[src/rtl/exp_engine.sv]
// Iterative e^x estimator: truncated Taylor series with one multiply per cycle.
// Each iteration multiplies the running term by x, then by 1/i, and accumulates it.
module exp_engine #(
  parameter int N_TERMS = 8
) (
  input  logic        clock,
  input  logic        reset,
  input  logic        start,
  input  logic [15:0] x,
  output logic [17:0] result,
  output logic        done,
  output logic        busy
);

  typedef enum logic [2:0] {IDLE, INIT, MULX, MULC, DONE} state_t;

  localparam logic [4:0] N_LAST = 5'(N_TERMS);

  state_t      state_reg, state_next;
  logic [17:0] term_reg, sum_reg, result_reg;
  logic [15:0] xreg_reg;
  logic [4:0]  i_reg;

  logic [16:0] recip_rom [0:15];
  logic [33:0] prod_x;
  logic [34:0] prod_c;
  logic [17:0] term_x, term_c, sum_sat;
  logic [18:0] sum_ext;

  // floor(2^16 / i); entry 0 is never addressed
  generate
    for (genvar gi = 0; gi < 16; gi++) begin : g_recip
      if (gi == 0) begin : g_zero
        assign recip_rom[gi] = 17'd0;
      end else begin : g_val
        assign recip_rom[gi] = 17'(65536 / gi);
      end
    end
  endgenerate

  assign prod_x  = {16'd0, term_reg} * {18'd0, xreg_reg};
  assign term_x  = 18'(prod_x >> 16);
  assign prod_c  = {17'd0, term_reg} * {18'd0, recip_rom[i_reg[3:0]]};
  assign term_c  = 18'(prod_c >> 16);
  assign sum_ext = {1'b0, sum_reg} + {1'b0, term_c};
  assign sum_sat = sum_ext[18] ? 18'h3FFFF : sum_ext[17:0];

  always_comb begin
    state_next = state_reg;
    if (start) begin
      state_next = INIT;
    end else begin
      case (state_reg)
        IDLE:    state_next = IDLE;
        INIT:    state_next = MULX;
        MULX:    state_next = MULC;
        MULC:    state_next = (i_reg < N_LAST) ? MULX : DONE;
        DONE:    state_next = DONE;
        default: state_next = IDLE;
      endcase
    end
  end

  always_ff @(posedge clock) begin
    if (!reset) begin
      state_reg  <= IDLE;
      term_reg   <= '0;
      sum_reg    <= '0;
      xreg_reg   <= '0;
      i_reg      <= '0;
      result_reg <= '0;
    end else begin
      state_reg <= state_next;
      case (state_reg)
        INIT: begin
          xreg_reg <= x;
          term_reg <= 18'h10000;
          sum_reg  <= 18'h10000;
          i_reg    <= 5'd1;
        end
        MULX: term_reg <= term_x;
        MULC: begin
          term_reg <= term_c;
          sum_reg  <= sum_sat;
          i_reg    <= i_reg + 5'd1;
          // an abort via start leaves result untouched
          if (state_next == DONE) result_reg <= sum_sat;
        end
        default: ;
      endcase
    end
  end

  assign result = result_reg;
  assign done   = (state_reg == DONE);
  assign busy   = (state_reg == INIT) || (state_reg == MULX) || (state_reg == MULC);

endmodule

[config.mk]
export PLATFORM = sky130hd
export DESIGN_NAME = exp_engine
export DESIGN_NICKNAME = d
export VERILOG_FILES = /design/src/rtl/exp_engine.sv
export SDC_FILE = /design/constraint.sdc
export NUM_CORES = 1
export LEC_CHECK = 0
export CAP_MARGIN = 20
export CELL_PAD_IN_SITES_DETAIL_PLACEMENT = 1
export CELL_PAD_IN_SITES_GLOBAL_PLACEMENT = 1
export CORE_ASPECT_RATIO = 1.2
export CORE_UTILIZATION = 46
export DETAILED_ROUTE_END_ITERATION = 10
export GPL_TIMING_DRIVEN = 1
export PLACE_DENSITY_LB_ADDON = 0.12
export SYNTH_ARGS = -nofsm -noshare
export SYNTH_HDL_FRONTEND = slang
export SYNTH_SLANG_ARGS = --single-unit
[constraint.sdc]
create_clock -name clock -period 8 [get_ports clock]
set_input_delay 1.6 -clock clock [delete_from_list [all_inputs] [get_ports clock]]
set_output_delay 1.6 -clock clock [all_outputs]
set_load 0.02 [all_outputs]
==> impl_metrics.ini, run 1 <==
[status]
status = complete, but fails checks
violations = negative setup slack

[clocking]
htree_levels = 3
clk_pin_slew_worst_paths_ps = 70
cts_tree = done
cts_buffer_depth = 2
hold_buffers = 0
cts_root_buf = clkbuf_16
cts_buffers = 9
clk_latency_ps = 380
cts.sinks = 78

[layout]
fin_area_um2 = 26900
instances_no_fill = 3428
fillerInstances = 5520
num_antenna_cells = 0
fin_nets = 3509
drive_above_1_share_pct = 19.4
area_delta_synth_final_pct = 21.5

[timing]
setup_viol = 36
worst_pin_slew_ps = 986
slew_violations = 0
min_period_ps = 8620
fin_worst_skew_ps = 8.61
slew_headroom_pct = 34.2
fmax_mhz = 116
whs_ps = 473
hold_viol = 0
postLayoutSetupSlackWorst_ps = -621
rsz0062_at_grt = yes
min_period_over_period_pct = 108
fin_tns_setup_ps = -18480

[critical_path]
slowest_stage = fa_1
slowest_delay_ps = 580
start_kind = flip-flop
path_max_fanout = 5
endpoint_kind = flip-flop
worstPathRequired_ps = 8230
worstPathArrival_ps = 8850
path_class = reg2reg

[pwr]
switchingPower_uw = 376
p_leak_nw = 13.2
ir_drop_mv = 0.160
share_comb_of_total_power_pct = 19.2
clkPwrFrac_pct = 42.0
p_total_mw = 1.10
internal_power_uw = 723
p_seq_share_pct = 38.8
p_per_area_nw_per_um2 = 40.9
p_sw_share_pct = 34.2

[floorplan]
die_h_um = 242
ios = 39
core_area_um2 = 47200
start_util_pct = 46.9
dieArea_um2 = 49000
fp-row-count = 87
dieWidth_um = 202

[logic_synthesis]
yosys_warnings = 0
ys_ff_latch = 78
syn_avg_cell_area_um2 = 8.58
synth_edf_count = 0
synth.distinct_cells = 74
synth_nets = 3291
ys_seq_area_share_pct = 7.05
synth-main-ff-cell = dfxtp_1
netlist_instances = 2582
netlist_area_um2 = 22200
synth-async-reset-ratio_pct = 0

[drt]
routedWlPerCell_um = 21.1
dr.pass1.iters = 5
vias_per_cell = 5.39
vias = 18500
ant_nets = 0
drt-total-wl_mm = 72.5
drt_iter0_drc = 695
drc_errors = 0

[place]
hpwl_mm = 55.5
placed_area_um2 = 24700
place.gp.congestion = 0.879
dp_cells = 3330
port_buffers = 38

[global_route]
grt_pass1_vias = 21100
antenna_found_initial = 0
grt_pass1_wl_mm = 114
grt.total_usage_pct = 30.0
grt_overflow = 0
grt_start_max_net_pins = 39

[flow_run]
cap_violations = 0

[hold_path]
hold_path.class = reg2reg
## final cells by class
cell class	count	area (um^2)	area share [%]
Clock inverter	7	90.1	0.335
Tap cell	623	779	2.90
Inverter	586	2200	8.19
Sequential cell	78	1570	5.83
Multi-Input combinational cell	1785	19100	70.9
Clock buffer	9	225	0.837
Timing Repair Buffer	340	2960	11.0
## metrics by stage
stage / setup WS [ps] / util (%)
4_1_cts: -310 / 55.5
5_1_grt: -876 / 57.0
3_3_place_gp: -611 / 52.2
3_5_place_dp: -767 / 52.2
2_1_floorplan: 0.0977 / -
6_report: -621 / 57.0
## cells in the final DEF, fill, tap and decap left out, drive strengths merged, types with 55 or more instances in the layout
cell type | synthesis | final
nand2 | 457 | 457
buf | 8 | 302
inv | 586 | 589
ha | 232 | 232
dfxtp | 78 | 78
nor2 | 55 | 55
o21ai | 58 | 58
and2 | 185 | 185
fa | 458 | 458
a21oi | 79 | 79
## critical path: cells and delay by family (launching register included)
family | cells | cell delay, ps
buf+inv | 9 | 880
simple gates | 6 | 1110
xor+xnor | 1 | 250
flops | 1 | 370
compound gates | 10 | 1910
fa+ha+maj | 9 | 3940
## synth_stat cells (3+ instances only)
| cell type | n | share of area [%] |
|---|---|---|
| a211o_1 | 3 | 0.12 |
| a211oi_1 | 4 | 0.14 |
| a21o_1 | 19 | 0.64 |
| a21o_2 | 3 | 0.12 |
| a21oi_1 | 78 | 1.8 |
| a221oi_1 | 3 | 0.12 |
| a222oi_1 | 6 | 0.27 |
| a22o_1 | 7 | 0.28 |
| a31oi_1 | 16 | 0.45 |
| and2_1 | 185 | 5.2 |
| and3_1 | 23 | 0.65 |
| buf_1 | 5 | 0.085 |
| clkbuf_1 | 124 | 2.1 |
| dfxtp_1 | 78 | 7.0 |
| fa_1 | 458 | 41 |
| ha_1 | 232 | 13 |
| inv_1 | 586 | 9.9 |
| mux2i_1 | 4 | 0.18 |
| nand2_1 | 457 | 7.7 |
| nand2b_1 | 5 | 0.14 |
| nand3_1 | 16 | 0.36 |
| nand4_1 | 5 | 0.14 |
| nor2_1 | 55 | 0.93 |
| nor2b_1 | 9 | 0.25 |
| nor3_1 | 13 | 0.29 |
| o211ai_1 | 7 | 0.24 |
| o21a_1 | 5 | 0.17 |
| o21ai_0 | 41 | 0.93 |
| o21ai_1 | 16 | 0.36 |
| o21bai_1 | 6 | 0.20 |
| o221ai_1 | 3 | 0.12 |
| or3_1 | 5 | 0.14 |
| xnor2_1 | 35 | 1.4 |
| xor2_1 | 20 | 0.79 |
## logic make-up after synthesis
logic type	Yosys count	synth area share, %
AOI/OAI and AO/OA	251	7.52
xor gates and xnor gates	55	2.17
adders and majority gates	690	54.5
buffers and inverters	719	12.2
DFF	78	7.05
muxes	4	0.181
and+or+nand+nor	785	16.3
## per-layer routing
layer	wire, um	GRT usage [%]
met2	37600	53.8
met4	3750	12.3
met5	0	0
met1	28800	36.4
met3	2330	2.99
## what timing repair did
action | CTS | global route
setup buffers | 46 | 37
pin swaps | 97 | 93
setup endpoints to repair | 36 | 36
resized for setup | 171 | 113
cloned | 4 | 1
## worst paths after layout
check / startpoint / to / slack (ps) / cells past startpoint
setup / recovery: i_reg[1] / sum_reg[17] / -620 / 35
hold / removal: sum_reg[8] / sum_reg[8] / 470 / 2
setup reg to reg: i_reg[1] / sum_reg[17] / -620 / 35
hold reg to reg: sum_reg[8] / sum_reg[8] / 470 / 2
## power groups by stage
stage	registers [mW]	logic, mW	clock network (mW)
2_1_floorplan	0.410	0.127	0
3_3_place_gp	0.434	0.192	0
3_5_place_dp	0.435	0.199	0
4_1_cts	0.426	0.205	0.470
5_1_grt	0.428	0.230	0.485
6_report	0.427	0.211	0.462
Note: power is estimated with default switching activity, not from simulation.
==> inputs of run 2 (changes only) <==
--- a/config.mk
+++ b/config.mk
@@ -13,6 +13,7 @@
 export DETAILED_ROUTE_END_ITERATION = 10
 export GPL_TIMING_DRIVEN = 1
 export PLACE_DENSITY_LB_ADDON = 0.12
+export SKIP_CTS_REPAIR_TIMING = 1
 export SYNTH_ARGS = -nofsm -noshare
 export SYNTH_HDL_FRONTEND = slang
 export SYNTH_SLANG_ARGS = --single-unit
==> run 2 against run 1 <==
  * The run still ends with negative setup slack left
  * Sequential cell count did not move
  * Clock skew rose by 0.68 ps
  * Sequential share of layout area rose by 0.17 points
  * Hold slack got worse by 1.2 ps
  * Combinational power fell by 2%
  * Die area did not move
  * Final cell count fell by 1.3%
  * Final area fell by 2.8%
  * First-iteration DRC count fell by 1.9%
  * Non-clock buffer count fell by 44
  * Via count fell by 1.5%
  * Critical path type unchanged
==> impl_metrics.ini, run 2 (synthesized netlist as in run 1, its figures left out) <==
[status]
status = complete, but fails checks
violations = negative setup slack

[hold_path]
min-delay-start = sum_reg[15]
hold_path.class = reg2reg
hold_path_end = sum_reg[15]
whs_path_depth = 1

[clocking]
htree_levels = 3
clk_pin_slew_worst_paths_ps = 70
cts.sinks = 78
cts_buffers = 9
clk_latency_ps = 380
cts_buffer_depth = 2
cts_tree = done
cts_root_buf = clkbuf_16

[drt]
ant_nets = 0
drt-total-wl_mm = 69.4
drc_errors = 0
routedWlPerCell_um = 20.5
vias = 18200
dr.pass1.iters = 6
vias_per_cell = 5.38
drt_iter0_drc = 682

[global_route]
grt.total_usage_pct = 28.6
grt_start_max_net_pins = 39
grt_overflow = 0
grtUsageMet2_pct = 51.2
antenna_found_initial = 0
grt_pass1_vias = 20400
met3_usage_pct = 2.85
grt_use_met1_pct = 35.5
grt_pass1_wl_mm = 110
grt-busiest-layer = met2

[critical_path]
r2r_cells = 35
worstPathArrival_ps = 8780
start_kind = flip-flop
slowest_delay_ps = 530
path_common_cell = fa_1
reg2reg_to = sum_reg[7]
reg2reg_setup_slack_ps = -510
worstReg2RegStart = i_reg[0]
path_class = reg2reg
slowest_stage = fa_1
path_buf_inv = 9
worstPathRequired_ps = 8270
endpoint_kind = flip-flop
path_max_fanout = 8
crit_family = adder cells

[layout]
final_common_cell = inv_1
drive_above_1_share_pct = 15.6
fillerInstances = 5583
multi_input_area_um2 = 18700
layout_common_cells = 575 x inv_1, 451 x nand2_1, 449 x fa_1, 229 x buf_4, 210 x ha_1
num_antenna_cells = 0
area_delta_synth_final_pct = 18.1
regArea_um2 = 1570
fin_util_pct = 55.4
fin_nets = 3466

[floorplan]
fp-row-count = 87
ios = 39
dieWidth_um = 202
die_h_um = 242
core_area_um2 = 47200
start_util_pct = 46.9
dieArea_um2 = 49000

[flow_run]
cap_violations = 0

[timing]
fin_tns_setup_ps = -14680
fmax_mhz = 118
min_period_over_period_pct = 106
worst_pin_slew_ps = 963
postLayoutSetupSlackWorst_ps = -508
rsz0062_at_grt = yes
slew_headroom_pct = 35.7
min_period_ps = 8510
slew_violations = 0
fin_worst_skew_ps = 9.28
setup_viol = 36
hold_viol = 0
whs_ps = 472

[place]
place.gp.congestion = 0.879
post-place-ws_ps = -767
port_buffers = 38
hpwl_mm = 55.5

[pwr]
ir_drop_mv = 0.165
p_leak_nw = 13.0
p_per_area_nw_per_um2 = 41.9
[run 2: cell count changes in the layout (fill, tap and decap cells not counted), moves of 9 or more]
cell,previous run,this run
buf_4,257,229
nand2_1,432,451
inv_1,559,575
inv_2,25,9
nand2_2,20,5
fa_1,439,449
fa_2,19,9
ha_1,200,210
buf_6,25,16
[run 2: how the worst max path moves through the flow]
| stage | startpoint | slack (ps) | depth (start not counted) | endpoint |
|---|---|---|---|---|
| 6_report | i_reg[0] | -510 | 35 | sum_reg[7] |
| 5_1_grt | i_reg[0] | -740 | 36 | sum_reg[7] |
| 4_1_cts | i_reg[0] | -810 | 37 | sum_reg[13] |
| 3_5_place_dp | i_reg[0] | -770 | 37 | sum_reg[13] |
| 3_3_place_gp | i_reg[0] | -610 | 37 | sum_reg[8] |
| 2_1_floorplan | i_reg[0] | 0.1 | 36 | sum_reg[7] |
[run 2: worst reg2reg max path: cells and delay by family (launching register included)]
kind / cells / cell delay, ps
compound gates: 8 / 1890
simple gates: 7 / 1170
fa+ha+maj: 9 / 3830
xor+xnor: 1 / 100
mux: 1 / 150
flops: 1 / 370
buf+inv: 9 / 890
[run 2: power by group]
group	total (mW)	switching, mW	internal, mW	leakage (nW)
clock network	0.462	0.213	0.249	0.147
registers	0.426	0.0307	0.396	0.633
logic	0.207	0.130	0.0774	12.2
[run 2: layer usage]
layer  wire, um  vias to the layer above
met5          0                        -
met4       3090                        0
met3       2210                      146
met2      36400                      370
met1      27700                     9592
li1           -                     8097
[run 2: per-stage QoR]
stage | power [mW] | instance area [um^2] | instances
floorplan | 0.538 | 22300 | 2582
global placement | 0.625 | 24700 | 3330
detailed placement | 0.634 | 24700 | 3330
CTS | 1.10 | 25000 | 3346
global route | 1.14 | 26200 | 3385
finish | 1.10 | 26200 | 3385
[run 2: final cells by class]
cell class              instances  area share, %
multi-input cells            1786           71.7
repair buffers                296           9.71
inverters                     586           8.43
flip-flops and latches         78           6.00
well taps                     623           2.98
clock buffers                   9          0.861
clock inverters                 7          0.344
==> inputs of run 3 (changes only) <==
--- a/config.mk
+++ b/config.mk
@@ -9,7 +9,7 @@
 export CELL_PAD_IN_SITES_DETAIL_PLACEMENT = 1
 export CELL_PAD_IN_SITES_GLOBAL_PLACEMENT = 1
 export CORE_ASPECT_RATIO = 1.2
-export CORE_UTILIZATION = 46
+export CORE_UTILIZATION = 55
 export DETAILED_ROUTE_END_ITERATION = 10
 export GPL_TIMING_DRIVEN = 1
 export PLACE_DENSITY_LB_ADDON = 0.12
==> constraint.sdc (replaced) <==
create_clock -name clock -period 10.2 [get_ports clock]
set_input_delay 2.04 -clock clock [delete_from_list [all_inputs] [get_ports clock]]
set_output_delay 2.04 -clock clock [all_outputs]
set_load 0.02 [all_outputs]
==> run 3 against run 2 <==
  * The flow now finishes without violations
  * Global-route usage grew 6.6 points
  * Sequential share of layout area rose by 0.69 points
  * Hold slack lost 6.6 ps
  * Utilization rose by 3.5 points
  * Power shrank 25%
  * Register-to-register slack gained 1200 ps
  * Clock power is 27% lower
  * Final cell count down 8.8%
  * Critical path type unchanged
  * Critical endpoint is now sum_reg[4]
  * Largest cell class unchanged
  * Highest routed layer unchanged
==> impl_metrics.ini, run 3 (synthesized netlist as in run 1, its figures left out) <==
[layout]
fin_area_um2 = 23400
layout_common_cells = 586 x inv_1, 458 x fa_1, 457 x nand2_1, 232 x ha_1, 185 x and2_1
final_common_cell = inv_1
area_delta_synth_final_pct = 5.63
fin_util_pct = 58.9
instances_no_fill = 3088
fillerInstances = 4754
fin_nets = 3258
drive_above_1_share_pct = 3.80

[clocking]
cts_buffer_depth = 2
cts.sinks = 78
cts_buffers = 9
clk_pin_slew_worst_paths_ps = 70
cts_root_buf = clkbuf_16
htree_levels = 3
clk_latency_ps = 380
cts_tree = done

[timing]
min_period_ps = 9530
slew_headroom_pct = 29.1
fin_worst_skew_ps = 10.3
setup_viol = 0
min_period_over_period_pct = 93.4
fin_tns_setup_ps = 0
worst_pin_slew_ps = 1060
hold_viol = 0
slew_violations = 0
rsz0062_at_grt = no
fmax_mhz = 105
whs_ps = 465
postLayoutSetupSlackWorst_ps = 673

[drt]
vias_per_cell = 5.71
vias = 17600
drc_errors = 0
routedWlPerCell_um = 21.8
drt_iter0_drc = 878
drt-total-wl_mm = 67.3
ant_nets = 0
dr.pass1.iters = 5

[floorplan]
die_h_um = 222
dieArea_um2 = 41100
start_util_pct = 55.7
ios = 39
core_area_um2 = 39700
fp-row-count = 80
dieWidth_um = 185

[pwr]
p_per_area_nw_per_um2 = 35.0
p_leak_nw = 11.7
p_total_uw = 820
ir_drop_mv = 0.113

[global_route]
grt_start_max_net_pins = 39
antenna_found_initial = 0
grt_pass1_vias = 20500
grt_overflow = 0
grt.total_usage_pct = 35.2
grt_pass1_wl_mm = 109

[critical_path]
path_class = reg2reg
start_kind = flip-flop
path_max_fanout = 20
endpoint_kind = flip-flop
worstPathRequired_ps = 10470
slowest_stage = o21ai_1
slowest_delay_ps = 670
worstPathArrival_ps = 9790

[place]
place.gp.congestion = 0.947
hpwl_mm = 54.2
post-place-ws_ps = 327
port_buffers = 38
dp_cells = 3071
placed_area_um2 = 23100

[status]
status = complete, no violations

[flow_run]
cap_violations = 0

[hold_path]
hold_path.class = reg2reg
## run 3: cell types whose count changed in the layout (fill, tap and decap cells not counted), moves of 9 or more
| cell | change |
|---|---|
| fa_1 | +9 |
| o21ai_0 | +13 |
| a21oi_2 | -22 |
| inv_1 | +11 |
| buf_12 | -11 |
| o21ai_2 | -10 |
| fa_2 | -9 |
| buf_4 | -178 |
| nor2_1 | +14 |
| a21oi_1 | +27 |
| ha_1 | +22 |
| buf_6 | -16 |
| ha_4 | -19 |
| inv_2 | -9 |
## run 3: power breakdown
group          leakage, nW  switching, mW  internal, mW
Combinational         10.9         0.0948        0.0477
Clock                0.145          0.163         0.173
Sequential           0.633         0.0299         0.311
Total                 11.7          0.288         0.532
## run 3: worst max-delay path, delay by kind of cell, from the launching register on
family / cells / cell delay [ps]
adder cells (fa/ha/maj): 9 / 3670
AND/OR/NAND/NOR: 9 / 1330
buffers and inverters: 7 / 850
XOR/XNOR: 1 / 200
flip-flops: 1 / 450
AO/OA/AOI/OAI: 9 / 2910
## run 3: area by class of cell
class / instances / area (um^2) / area share, %
antenna: 1 / 2.50 / 0.0107
clock buffer: 9 / 225 / 0.963
clock inverter: 7 / 75.1 / 0.321
inverter: 586 / 2200 / 9.40
multi-input combinational: 1785 / 17900 / 76.5
sequential: 78 / 1570 / 6.69
tap: 533 / 667 / 2.85
timing repair buffer: 89 / 763 / 3.26
## run 3: final timing paths
check	start	to	slack, ps	cells after the start
setup / recovery	i_reg[1]	sum_reg[4]	670	35
hold / removal	sum_reg[8]	sum_reg[8]	470	2
setup reg to reg	i_reg[1]	sum_reg[4]	670	35
hold reg to reg	sum_reg[8]	sum_reg[8]	470	2
## run 3: routing by layer
| layer | vias up | global-route usage (%) | share of wire [%] |
|---|---|---|---|
| met5 | - | 0 | 0 |
| met4 | 0 | 19.6 | 6.1 |
| met3 | 198 | 4.83 | 5.1 |
| met2 | 519 | 60.3 | 50 |
| met1 | 9223 | 42.4 | 38 |
| li1 | 7679 | - | - |
